`config.mk`:
```
export PLATFORM = sky130hd
export DESIGN_NAME = fortaegis_report_tx
export DESIGN_NICKNAME = d
export VERILOG_FILES = /design/src/rtl/fortaegis_report_tx.sv
export SDC_FILE = /design/constraint.sdc
export NUM_CORES = 1
export LEC_CHECK = 0
export ABC_AREA = 1
export ABC_CLOCK_PERIOD_IN_PS = 2600
export BUFFER_PORTS_ARGS = -buffer_cell sky130_fd_sc_hd__buf_2
export CAP_MARGIN = 30
export CORE_MARGIN = 4
export CORE_UTILIZATION = 45
export CTS_BUF_LIST = sky130_fd_sc_hd__clkbuf_4
export DETAILED_ROUTE_END_ITERATION = 8
export PLACE_DENSITY_LB_ADDON = 0.08
export SKIP_LAST_GASP = 1
export SYNTH_ARGS = -nofsm -noshare
export SYNTH_HDL_FRONTEND = slang
export SYNTH_SLANG_ARGS = --single-unit
```
`constraint.sdc`:
```
create_clock -name clk -period 2.6 [get_ports clk]
set_input_delay 0.52 -clock clk [delete_from_list [all_inputs] [get_ports clk]]
set_output_delay 0.52 -clock clk [all_outputs]
set_load 0.05 [all_outputs]
```
`src/rtl/fortaegis_report_tx.sv`:
```
// fortaegis_report_tx: captures one frame plus the top-3 histogram result,
// then streams them out as a single byte packet with a valid/ready handshake.
// Packet layout: 0xA5, six top-3 bytes, LENGTH/2 packed frame bytes, and an
// optional modulo-256 checksum byte.
// Build option: FORTAEGIS_REPORT_CHECKSUM_EN adds the trailing checksum byte.
//
// state   | meaning
// S_IDLE  | accepting frame writes and top-3 strobe, waiting for both
// S_HDR   | sending header byte 0xA5
// S_TOP   | sending six top-3 bytes (bin, count) x3
// S_FRAME | sending packed frame bytes, two entries per byte
// S_CSUM  | sending checksum byte (checksum build only)
module fortaegis_report_tx #(
  parameter int DATA_SIZE   = 4,
  parameter int LENGTH      = 64,
  parameter int LENGTH_SIZE = 6
) (
  input  logic                   clk,
  input  logic                   rst,
  input  logic                   FramEn,
  input  logic [LENGTH_SIZE-1:0] FramAdd,
  input  logic [DATA_SIZE-1:0]   FramData,
  input  logic                   SortValid,
  input  logic [DATA_SIZE-1:0]   MaxCountData1,
  input  logic [DATA_SIZE-1:0]   MaxCountData2,
  input  logic [DATA_SIZE-1:0]   MaxCountData3,
  input  logic [LENGTH_SIZE-1:0] MaxCount1,
  input  logic [LENGTH_SIZE-1:0] MaxCount2,
  input  logic [LENGTH_SIZE-1:0] MaxCount3,
  output logic [7:0]             TxData,
  output logic                   TxValid,
  input  logic                   TxReady,
  output logic                   TxLast,
  output logic                   Busy,
  output logic                   Overrun
);

  localparam int NFB = LENGTH / 2;

  typedef enum logic [2:0] {
    S_IDLE,
    S_HDR,
    S_TOP,
    S_FRAME
`ifdef FORTAEGIS_REPORT_CHECKSUM_EN
    , S_CSUM
`endif
  } state_t;

  state_t                 state, state_nxt;
  logic [LENGTH_SIZE-1:0] idx, idx_nxt;
  logic [DATA_SIZE-1:0]   mem [LENGTH];
  logic                   frame_rdy, sort_rdy, overrun_q;
  logic [DATA_SIZE-1:0]   top_data1, top_data2, top_data3;
  logic [LENGTH_SIZE-1:0] top_cnt1, top_cnt2, top_cnt3;
  logic [LENGTH_SIZE-1:0] addr_even, addr_odd;
  logic                   start;
`ifdef FORTAEGIS_REPORT_CHECKSUM_EN
  logic [7:0]             csum;
`endif

  assign Busy      = (state != S_IDLE);
  assign Overrun   = overrun_q;
  assign start     = frame_rdy && sort_rdy;
  assign addr_even = {idx[LENGTH_SIZE-2:0], 1'b0};
  assign addr_odd  = {idx[LENGTH_SIZE-2:0], 1'b1};

  // State and byte-index register.
  always_ff @(posedge clk) begin
    if (rst) begin
      state <= S_IDLE;
      idx   <= '0;
    end else begin
      state <= state_nxt;
      idx   <= idx_nxt;
    end
  end

  // Next-state and output decode; outputs depend only on registered state so
  // they hold steady while the sink stalls.
  always_comb begin
    state_nxt = state;
    idx_nxt   = idx;
    TxValid   = 1'b0;
    TxLast    = 1'b0;
    TxData    = 8'h00;
    case (state)
      S_IDLE: begin
        if (start) begin
          state_nxt = S_HDR;
          idx_nxt   = '0;
        end
      end
      S_HDR: begin
        TxValid = 1'b1;
        TxData  = 8'hA5;
        if (TxReady) begin
          state_nxt = S_TOP;
          idx_nxt   = '0;
        end
      end
      S_TOP: begin
        TxValid = 1'b1;
        case (idx[2:0])
          3'd0:    TxData = 8'(top_data1);
          3'd1:    TxData = 8'(top_cnt1);
          3'd2:    TxData = 8'(top_data2);
          3'd3:    TxData = 8'(top_cnt2);
          3'd4:    TxData = 8'(top_data3);
          default: TxData = 8'(top_cnt3);
        endcase
        if (TxReady) begin
          if (idx[2:0] == 3'd5) begin
            state_nxt = S_FRAME;
            idx_nxt   = '0;
          end else begin
            idx_nxt = idx + 1'b1;
          end
        end
      end
      S_FRAME: begin
        TxValid = 1'b1;
        TxData  = {mem[addr_odd], mem[addr_even]};
        if (idx == LENGTH_SIZE'(NFB - 1)) begin
`ifdef FORTAEGIS_REPORT_CHECKSUM_EN
          if (TxReady) state_nxt = S_CSUM;
`else
          TxLast = 1'b1;
          if (TxReady) state_nxt = S_IDLE;
`endif
        end else if (TxReady) begin
          idx_nxt = idx + 1'b1;
        end
      end
`ifdef FORTAEGIS_REPORT_CHECKSUM_EN
      S_CSUM: begin
        TxValid = 1'b1;
        TxLast  = 1'b1;
        TxData  = csum;
        if (TxReady) state_nxt = S_IDLE;
      end
`endif
      default: state_nxt = S_IDLE;
    endcase
  end

  // Capture flags, registered top-3 values and sticky overrun.
  always_ff @(posedge clk) begin
    if (rst) begin
      frame_rdy <= 1'b0;
      sort_rdy  <= 1'b0;
      overrun_q <= 1'b0;
      top_data1 <= '0;
      top_data2 <= '0;
      top_data3 <= '0;
      top_cnt1  <= '0;
      top_cnt2  <= '0;
      top_cnt3  <= '0;
    end else begin
      if (state == S_IDLE && start) begin
        frame_rdy <= 1'b0;
        sort_rdy  <= 1'b0;
      end else begin
        if (FramEn && !Busy && FramAdd == LENGTH_SIZE'(LENGTH - 1)) frame_rdy <= 1'b1;
        if (SortValid && !Busy) sort_rdy <= 1'b1;
      end
      if (SortValid && !Busy) begin
        top_data1 <= MaxCountData1;
        top_data2 <= MaxCountData2;
        top_data3 <= MaxCountData3;
        top_cnt1  <= MaxCount1;
        top_cnt2  <= MaxCount2;
        top_cnt3  <= MaxCount3;
      end
      if (Busy && (FramEn || SortValid)) overrun_q <= 1'b1;
    end
  end

  // Frame buffer; contents survive reset and packets, only writes change it.
  always_ff @(posedge clk) begin
    if (FramEn && !Busy) mem[FramAdd] <= FramData;
  end

`ifdef FORTAEGIS_REPORT_CHECKSUM_EN
  // Running sum of every byte accepted in the current packet.
  always_ff @(posedge clk) begin
    if (rst || state == S_IDLE) csum <= 8'h00;
    else if (TxValid && TxReady) csum <= csum + TxData;
  end
`endif

endmodule

```
==> metrics.txt <==
share of layout cells above drive strength 1 0.201; Synthesized Nets 1261; die height 176 µm; LEAKAGE 5.68 nW; Tcrit/Tclk final 1.16; fin worst setup slack -0.412 ns; Ys Warns 0; die width 176 µm; CTS tree done; synth unique cells 28; part of the Yosys area used for sequential elements 0.677; Layout Skew 0.0486 ns; Synth area leader edfxtp_1; Pwr per Cell Area 833 mW/mm²; total power 12.6 mW; core region area 0.0279 mm²; Data arrival, critical path 2.49 ns; Synth Area per Inst 10.5 µm²; WP data required 2.08 ns; vias per inst 5.30; max_cap viols 0; Tot GR Track Use 0.218; First-pass DRT Iterations 5; Worst path most repeated cell nor2_1; DP HPWL 19.9 mm; Final min period 3.01 ns; DP Worst Slack 0.0132 ns; final slew viol count 0; RSZ-0062 raised after global routing yes; Final Hold Slack 0.0926 ns; port buffer count 56; Setup CP Type register to output port; total number of vias 9409; crit end category output port; Initial Util 0.456; synth-to-layout area growth 19.3%; failing checks negative setup slack; full die area 0.0310 mm²; Hold Crit Class primary input to register; Final setup viols 8; critical path peak fanout 9; Tightest Pin Transition 0.827 ns; CP Launch Type register; post-layout net count 1396; Syn Inst Count 1206; largest net degree at the start of global routing 65; top cell type's share of synthesized area 0.605; Hold Fails Final Rpt 0; RePlAce Congestion 0.844; CP Buf/Inv Count 4; status finished with violations; Routed Antenna Nets 0; maximum vdd drop 0.419 mV; drt initial violations 752; Num CTS Buffers 81; row count 61; DRC Markers 0; CTS Buffer Depth 3; vias in the first global route 9189; H-tree depth 3; CP max stage delay 0.36 ns; Synth area leaders edfxtp_1, nand2_1, nand3_1, dfxtp_1, nor2_1; clk slew on worst S/H paths 0.06 ns; Setup TNS Final -2.85 ns; Slew headroom 0.449; worst skew pair latency 0.69 ns; total clock sinks 302; CP Cell Sequence buf_12 -> inv_8 -> clkbuf_16 -> nor2_1 -> o221ai_1 -> nand3_1 -> nand2_1 -> nor2_1 -> nor2_2 -> buf_6; Fmax 332 MHz; Synth Register Bits 302; slowest CP cell dfxtp_4; mapped cell area 0.0127 mm²; CTS root buffer clkbuf_4; remaining global-route overflow 0; first-pass GRT wire length 51.9 mm; routed length per instance 19.4 µm; # IOs 57; Routed Wire Length 34.5 mm; Worst path top cell family by delay buffers and inverters; initial antenna violation count 2
where the power goes:
| part | switching, mW | internal [mW] | total (mW) |
|---|---|---|---|
| clock | 1.88 | 2.26 | 4.14 |
| sequential | 0.119 | 5.45 | 5.57 |
| combinational | 1.91 | 1.03 | 2.93 |
| total | 3.90 | 8.73 | 12.6 |
per-stage QoR:
step	std cells	utilization	instance area [µm²]
after CTS	1766	0.535	14900
after detailed placement	1616	0.485	13500
after global placement	1616	0.485	13500
final	1775	0.544	15200
after floorplan	1206	-	12700
after global routing	1775	0.544	15200
state kept, by name, indices dropped and copies added, names as in the netlist, named ones only:
name	cells
Overrun	1
frame_rdy	1
idx	6
mem	256
sort_rdy	1
state	2
top_cnt1	6
top_cnt2	6
top_cnt3	6
top_data1	4
top_data2	4
top_data3	4
final cells by class:
type / instances / area (µm²)
fill: 2537 / 12700
sequential: 302 / 8620
multi-input combinational: 798 / 3730
timing repair buffer: 112 / 1110
clock buffer: 118 / 886
tap: 378 / 473
inverter: 44 / 194
clock inverter: 19 / 128
timing repair inverter: 2 / 22.5
antenna: 2 / 5.00
per-layer routing:
layer / up-vias / routed length (µm) / track usage
met2: 277 / 16600 / 0.348
met5: - / 0 / 0
met3: 45 / 2200 / 0.0493
li1: 4529 / - / -
met4: 0 / 590 / 0.0614
met1: 4558 / 15200 / 0.302
cells in the final DEF (no fill, tap or decap), types with 3 or more instances in the layout:
master / Yosys / final
a21oi_1: 20 / 18
a31oi_1: 5 / 5
buf_12: 0 / 9
buf_16: 0 / 7
buf_2: 24 / 47
buf_4: 7 / 31
buf_6: 10 / 11
clkbuf_16: 0 / 5
clkbuf_4: 0 / 118
clkinv_1: 0 / 14
dfxtp_1: 46 / 42
dfxtp_2: 0 / 3
edfxtp_1: 256 / 256
ha_1: 10 / 6
ha_2: 0 / 3
inv_1: 40 / 37
inv_2: 3 / 7
nand2_1: 301 / 298
nand2_2: 0 / 3
nand3_1: 188 / 170
nand3_2: 0 / 18
nand4_1: 11 / 11
nor2_1: 159 / 157
nor3_1: 3 / 3
o21ai_0: 73 / 62
o21ai_1: 9 / 18
o221ai_1: 8 / 8
o22ai_1: 6 / 5
timing repair:
| action | in CTS | in global routing |
|---|---|---|
| endpoints found under the hold margin | 2 | 0 |
| setup buffers | 7 | 0 |
| pin swaps | 3 | 9 |
| gates resized for setup | 56 | 37 |
| gates cloned | 5 | 7 |
| endpoints found under the setup margin | 9 | 9 |
| hold buffers | 1 | 0 |
kinds of logic (layout without fill, tap and decap cells):
logic type      count (synthesis)  count (layout)  synth area share
fa+ha+maj                      10              10           0.00984
compound gates                125             125            0.0535
flops                         302             302             0.677
simple gates                  662             663             0.216
other cells                     0               2                 0
buf+inv                       107             295            0.0433
worst register-to-register path, delay by kind of cell (launching register included):
family	cells	cell delay, ns
buf+inv	3	0.55
fa+ha+maj	1	0.27
simple gates	3	0.61
flops	1	0.37
Yosys cell counts:
cell type and number:
o21ai_0 73, nand4_1 11, o221ai_1 8, inv_6 1
buf_6 10, buf_1 2, nand3_1 188, o211ai_1 1
buf_4 7, nand2_1 301, a31oi_1 5, ha_1 10
o22ai_1 6, clkbuf_1 18, a21oi_1 20, inv_1 40
edfxtp_1 256, a211oi_1 1, o21bai_1 1, buf_8 1
o2111ai_1 1, nor2_1 159, clkbuf_2 1, nor3_1 3
inv_2 3, o21ai_1 9, dfxtp_1 46, buf_2 24
worst paths after layout:
kind                                       start           end  slack, ns  cells after the start
worst max-delay path                    register     TxData[6]      -0.41                     10
worst min-delay path            MaxCountData3[3]  top_data3[3]       0.09                      3
worst max register to register          state[1]    mem[63][0]       0.43                      7
worst min register to register           Overrun       Overrun       0.45                      2
(Power assumes the default switching activity.)
